## src/rtl/mu0_pkg.sv

```systemverilog
// Shared types and constants for the MU0 fetch/execute sequencer.
package mu0_pkg;

  // Sequencer states.
  typedef enum logic [1:0] {
    FETCH   = 2'd0,
    EXECUTE = 2'd1,
    HALT    = 2'd2
  } state_e;

  // ALU function select driven onto the datapath.
  typedef enum logic [1:0] {
    PASSB = 2'd0,
    ADD   = 2'd1,
    SUB   = 2'd2,
    INC   = 2'd3
  } alu_fn_e;

  // Defined opcodes (IR[15:12]); 8-F are undefined.
  localparam logic [3:0] OP_LDA = 4'h0;
  localparam logic [3:0] OP_STO = 4'h1;
  localparam logic [3:0] OP_ADD = 4'h2;
  localparam logic [3:0] OP_SUB = 4'h3;
  localparam logic [3:0] OP_JMP = 4'h4;
  localparam logic [3:0] OP_JGE = 4'h5;
  localparam logic [3:0] OP_JNE = 4'h6;
  localparam logic [3:0] OP_STP = 4'h7;

  // True for opcodes that perform a data-memory access in EXECUTE.
  function automatic logic is_mem_op(input logic [3:0] op);
    return (op == OP_LDA) || (op == OP_STO) || (op == OP_ADD) || (op == OP_SUB);
  endfunction

endpackage

```

## src/rtl/mu0_control.sv

```systemverilog
// MU0 control sequencer: FETCH/EXECUTE/HALT state machine driving the
// datapath register enables, mux selects, ALU function and memory strobes.
module mu0_control
  import mu0_pkg::*;
#(
  parameter bit HALT_ON_UNDEF = 1'b0
) (
  input  logic       Clk,
  input  logic       Reset,
  input  logic [3:0] F,
  input  logic       N,
  input  logic       Z,
  input  logic       Mem_rdy,
  output logic       PC_En,
  output logic       IR_En,
  output logic       ACC_En,
  output logic       X_sel,
  output logic       Y_sel,
  output logic       Addr_sel,
  output logic [1:0] ALU_fn,
  output logic       Rd,
  output logic       Wr,
  output logic       Halted
);

  state_e state_q, state_d;

  // State register; reset returns the sequencer to FETCH at once.
  always_ff @(posedge Clk or negedge Reset) begin
    if (!Reset) state_q <= FETCH;
    else        state_q <= state_d;
  end

  // Next-state decode.
  always_comb begin
    state_d = state_q;
    case (state_q)
      FETCH: begin
        if (Mem_rdy) state_d = EXECUTE;
      end
      EXECUTE: begin
        if (is_mem_op(F)) begin
          if (Mem_rdy) state_d = FETCH;
        end else begin
          case (F)
            OP_JMP, OP_JGE, OP_JNE: state_d = FETCH;
            OP_STP:                 state_d = HALT;
            default:                state_d = HALT_ON_UNDEF ? HALT : FETCH;
          endcase
        end
      end
      HALT:    state_d = HALT;
      default: state_d = FETCH;
    endcase
  end

  // Output decode; Reset gates every output so strobes drop asynchronously.
  always_comb begin
    PC_En    = 1'b0;
    IR_En    = 1'b0;
    ACC_En   = 1'b0;
    X_sel    = 1'b0;
    Y_sel    = 1'b0;
    Addr_sel = 1'b0;
    ALU_fn   = PASSB;
    Rd       = 1'b0;
    Wr       = 1'b0;
    Halted   = 1'b0;
    if (Reset) begin
      case (state_q)
        FETCH: begin
          Addr_sel = 1'b0;
          Rd       = 1'b1;
          X_sel    = 1'b1;
          ALU_fn   = INC;
          IR_En    = Mem_rdy;
          PC_En    = Mem_rdy;
        end
        EXECUTE: begin
          Addr_sel = 1'b1;
          case (F)
            OP_LDA: begin
              Rd     = 1'b1;
              ALU_fn = PASSB;
              ACC_En = Mem_rdy;
            end
            OP_STO: begin
              Wr    = 1'b1;
              X_sel = 1'b0;
            end
            OP_ADD: begin
              Rd     = 1'b1;
              ALU_fn = ADD;
              ACC_En = Mem_rdy;
            end
            OP_SUB: begin
              Rd     = 1'b1;
              ALU_fn = SUB;
              ACC_En = Mem_rdy;
            end
            OP_JMP: begin
              Y_sel  = 1'b1;
              ALU_fn = PASSB;
              PC_En  = 1'b1;
            end
            OP_JGE: begin
              Y_sel  = 1'b1;
              ALU_fn = PASSB;
              PC_En  = ~N;
            end
            OP_JNE: begin
              Y_sel  = 1'b1;
              ALU_fn = PASSB;
              PC_En  = ~Z;
            end
            default: ;
          endcase
        end
        HALT:    Halted = 1'b1;
        default: ;
      endcase
    end
  end

endmodule

```

## config.mk

```make
export PLATFORM = sky130hd
export DESIGN_NAME = mu0_control
export DESIGN_NICKNAME = d
export VERILOG_FILES = /design/src/rtl/mu0_pkg.sv /design/src/rtl/mu0_control.sv
export SDC_FILE = /design/constraint.sdc
export NUM_CORES = 1
export LEC_CHECK = 0
export CAP_MARGIN = 20
export CORE_AREA = 2 2 39 41
export DETAILED_ROUTE_END_ITERATION = 16
export DIE_AREA = 0 0 41 43
export DONT_BUFFER_PORTS = 1
export MAX_ROUTING_LAYER = met4
export SYNTH_ARGS = -nofsm -noshare
export SYNTH_HDL_FRONTEND = slang
export SYNTH_SLANG_ARGS = --single-unit
```

## constraint.sdc

```tcl
create_clock -name Clk -period 0.8 [get_ports Clk]
set_input_delay 0.04 -clock Clk [delete_from_list [all_inputs] [get_ports Clk]]
set_output_delay 0.04 -clock Clk [all_outputs]
set_load 0.02 [all_outputs]
```

==> flow_metrics.py <==
metrics = {
    "clock_tree": {
        "clk_pin_slew_ps": 30,
        "cts_buffers": 3,
        "insertion_delay_ps": 220,
        "cts_tree": "yes",
        "post_cts.repair.setup_buffers": 0,
        "htree_num_levels": 1,
        "clkSinkCount": 2,
        "hold_buffers": 3,
        "cts_buffer_depth": 2,
        "cts_root_buf": "clkbuf_4",
    },
    "timing": {
        "fin_crit_sh": 1.52,
        "hold_ws_ps": -31.2,
        "rsz0062_at_grt": "true",
        "hold_viol_final": 1,
        "fmax_mhz": 824,
        "skew_ps": 0.0452,
        "period_needed_ps": 1210,
        "tightest_slew_ps": 291,
        "setup_viol": 13,
        "fin_ws_ps": -413,
        "slew_viol_final": 0,
        "setup_tns_ps": -4010,
        "slew_headroom": 0.804,
    },
    "floorplan": {
        "dieWidth_um": 41,
        "start_util": 0.178,
        "die_h_um": 43,
        "fp.dieArea_sq_um": 1760,
        "ios": 20,
        "design.core.area_sq_um": 1380,
        "row_count": 14,
    },
    "finish": {
        "top_register": "state_q",
        "synthToLayoutAreaGrowth_pct": 97.0,
        "antenna_cells": 0,
        "largest_reg_flops": 2,
        "register_area_sq_um": 51.3,
        "multi_input_area_sq_um": 243,
        "final_cells": 65,
        "layout.nets": 60,
        "reg.largest.list": "state_q (2)",
        "stdcell_area_sq_um": 485,
        "drive_gt1_frac": 0.653,
        "final_util": 0.351,
        "n_fill_cell": 141,
    },
    "synth": {
        "avgSynthCellArea_sq_um": 7.95,
        "yosys.area_share.simple": 0.528,
        "synth_flop_cell": "dfrtp_1",
        "synth_largest_area_cell": "dfrtp_1",
        "synth_top_family_by_area": "simple AND/OR/NAND/NOR gates",
        "synth_edf_count": 0,
        "synthCells": 31,
        "ys_seq_elements": 2,
        "synth_compound_area_frac": 0.193,
        "ys_warn_count": 0,
        "synth-async-reset-ratio": 1.00,
        "yosys-top-cells-area": "dfrtp_1, a21oi_1, nand3b_4",
        "synth_area_sq_um": 246,
        "yosysSeqAreaShare": 0.203,
        "yosysMostFrequentCell": "a21oi_1",
        "ys_types": 23,
        "synth_common_cells": "a21oi_1, nor2_1, dfrtp_1, nand2_1, nand3b_1",
        "synth_xor_area_frac": 0,
        "synth_nets": 40,
        "synthAdderAreaFrac": 0,
        "synthMuxAreaShare": 0,
        "synth_top_area_frac": 0.203,
    },
    "placement": {
        "dp_hpwl_um": 724,
        "pre_cts_ws_ps": -223,
        "gp_congestion": 0.727,
        "port_buffers": 0,
        "dp.cells": 59,
        "place_area_sq_um": 400,
    },
    "detailed_routing": {
        "routed_wl_um": 922,
        "dr.pass1.iters": 3,
        "wl_per_cell_um": 14.2,
        "vias": 313,
        "via_per_inst": 4.82,
        "drt-initial-drc-count": 1,
        "ant_nets": 0,
        "drc": 0,
    },
    "power_and_ir_drop": {
        "leakage_nw": 0.209,
        "seq_power_share": 0.190,
        "clock_power_share": 0.320,
        "swShare": 0.362,
        "p_sw_mw": 0.255,
        "intPower_mw": 0.450,
        "ir_worst_vdd_uv": 729,
        "power_density_nw_per_um2": 1450,
        "power_frac_comb": 0.490,
    },
    "critical_path": {
        "max_stage_delay_ps": 390,
        "startpoint_type": "flip-flop",
        "worstPathCellList": "nand3b_4 -> nor4_2 -> buf_4",
        "worst_ep_required_time_ps": 760,
        "crit_slowest_cell": "dfrtp_1",
        "path_class": "flip-flop to output pin",
        "critPathCaptureType": "output pin",
        "cp_max_fo": 4,
        "critPathArrivalTime_ps": 1170,
    },
    "grt": {
        "grt_pass1_wl_um": 1420,
        "antenna_found_initial": 0,
        "top_usage_layer": "met2",
        "gr-usage-met3": 0.0209,
        "grt_pass1_vias": 340,
        "grt_start_max_net_pins": 8,
        "gr-usage-met2": 0.203,
        "grt_use_met1": 0.135,
        "grt_overflow_total": 0,
        "gr-usage-all-layers": 0.133,
    },
    "flow_run": {
        "maxCapViolations": 0,
    },
    "min_path": {
        "hp-class": "input pin to flip-flop",
    },
    "status": {
        "violations": "hold timing, setup timing",
        "status": "finished with violations",
    },
}
-- worst max-delay path, delay by kind of cell (launching register included) --
family | cells | cell delay (ps)
buf+inv | 1 | 180
simple gates | 2 | 380
flops | 1 | 390
-- metal layers --
layer | vias up | wire (um)
met3 | 2 | 50
met1 | 151 | 316
li1 | 148 | -
met2 | 12 | 540
met4 | 0 | 14
met5 | - | 0
-- power by group through the flow --
stage	clock [mW]	combinational [mW]	sequential (mW)
floorplan	0	0.210	0.120
global placement	0	0.292	0.131
CTS	0.231	0.345	0.134
global route	0.244	0.365	0.137
detailed placement	0	0.299	0.133
finish	0.226	0.346	0.134
-- cells by family (layout without fill, tap and decap cells) --
| logic type | after synthesis | after routing |
|---|---|---|
| flops | 2 | 2 |
| simple gates | 18 | 18 |
| compound gates | 8 | 8 |
| buf+inv | 3 | 21 |
-- final cells by class --
class                           instances  area share
Clock buffer                            3      0.0464
Timing Repair Buffer                   16       0.286
Sequential cell                         2       0.106
Tap cell                               16      0.0412
Inverter                                2      0.0206
Multi-Input combinational cell         26       0.500
-- layout by cell type, fill, tap and decap left out, types with 2 or more instances in the layout --
cell type and n:
a21oi_2 2, buf_4 10, buf_6 3, clkbuf_4 3, dlygate4sd3_1 3, nand2_1 2
nand2b_4 2, nand3b_1 2, nor2_1 2
-- per-stage QoR --
step,hold WS [ps],power (mW)
final,-31.2,0.706
after global routing,-37.5,0.746
after CTS,-34.5,0.711
after detailed placement,-255,0.432
after global placement,-255,0.423
after floorplan,-256,0.330
-- worst paths after layout --
check,from,endpoint,slack [ps],depth (start not counted)
setup / recovery,state_q[1],Wr,-410,3
hold / removal,Mem_rdy,state_q[0],-30,2
setup reg to reg,state_q[1],state_q[1],-100,4
hold reg to reg,state_q[1],state_q[0],580,2
max in group asynchronous,Reset,state_q[0],600,1
min in group asynchronous,Reset,state_q[1],50,1
-- what timing repair did --
action,CTS,global route
gates cloned,0,0
gates resized for setup,10,0
hold endpoints to repair,4,1
setup endpoints to repair,13,13
pin swaps,3,1
Note: power is estimated with default switching activity, not from simulation.
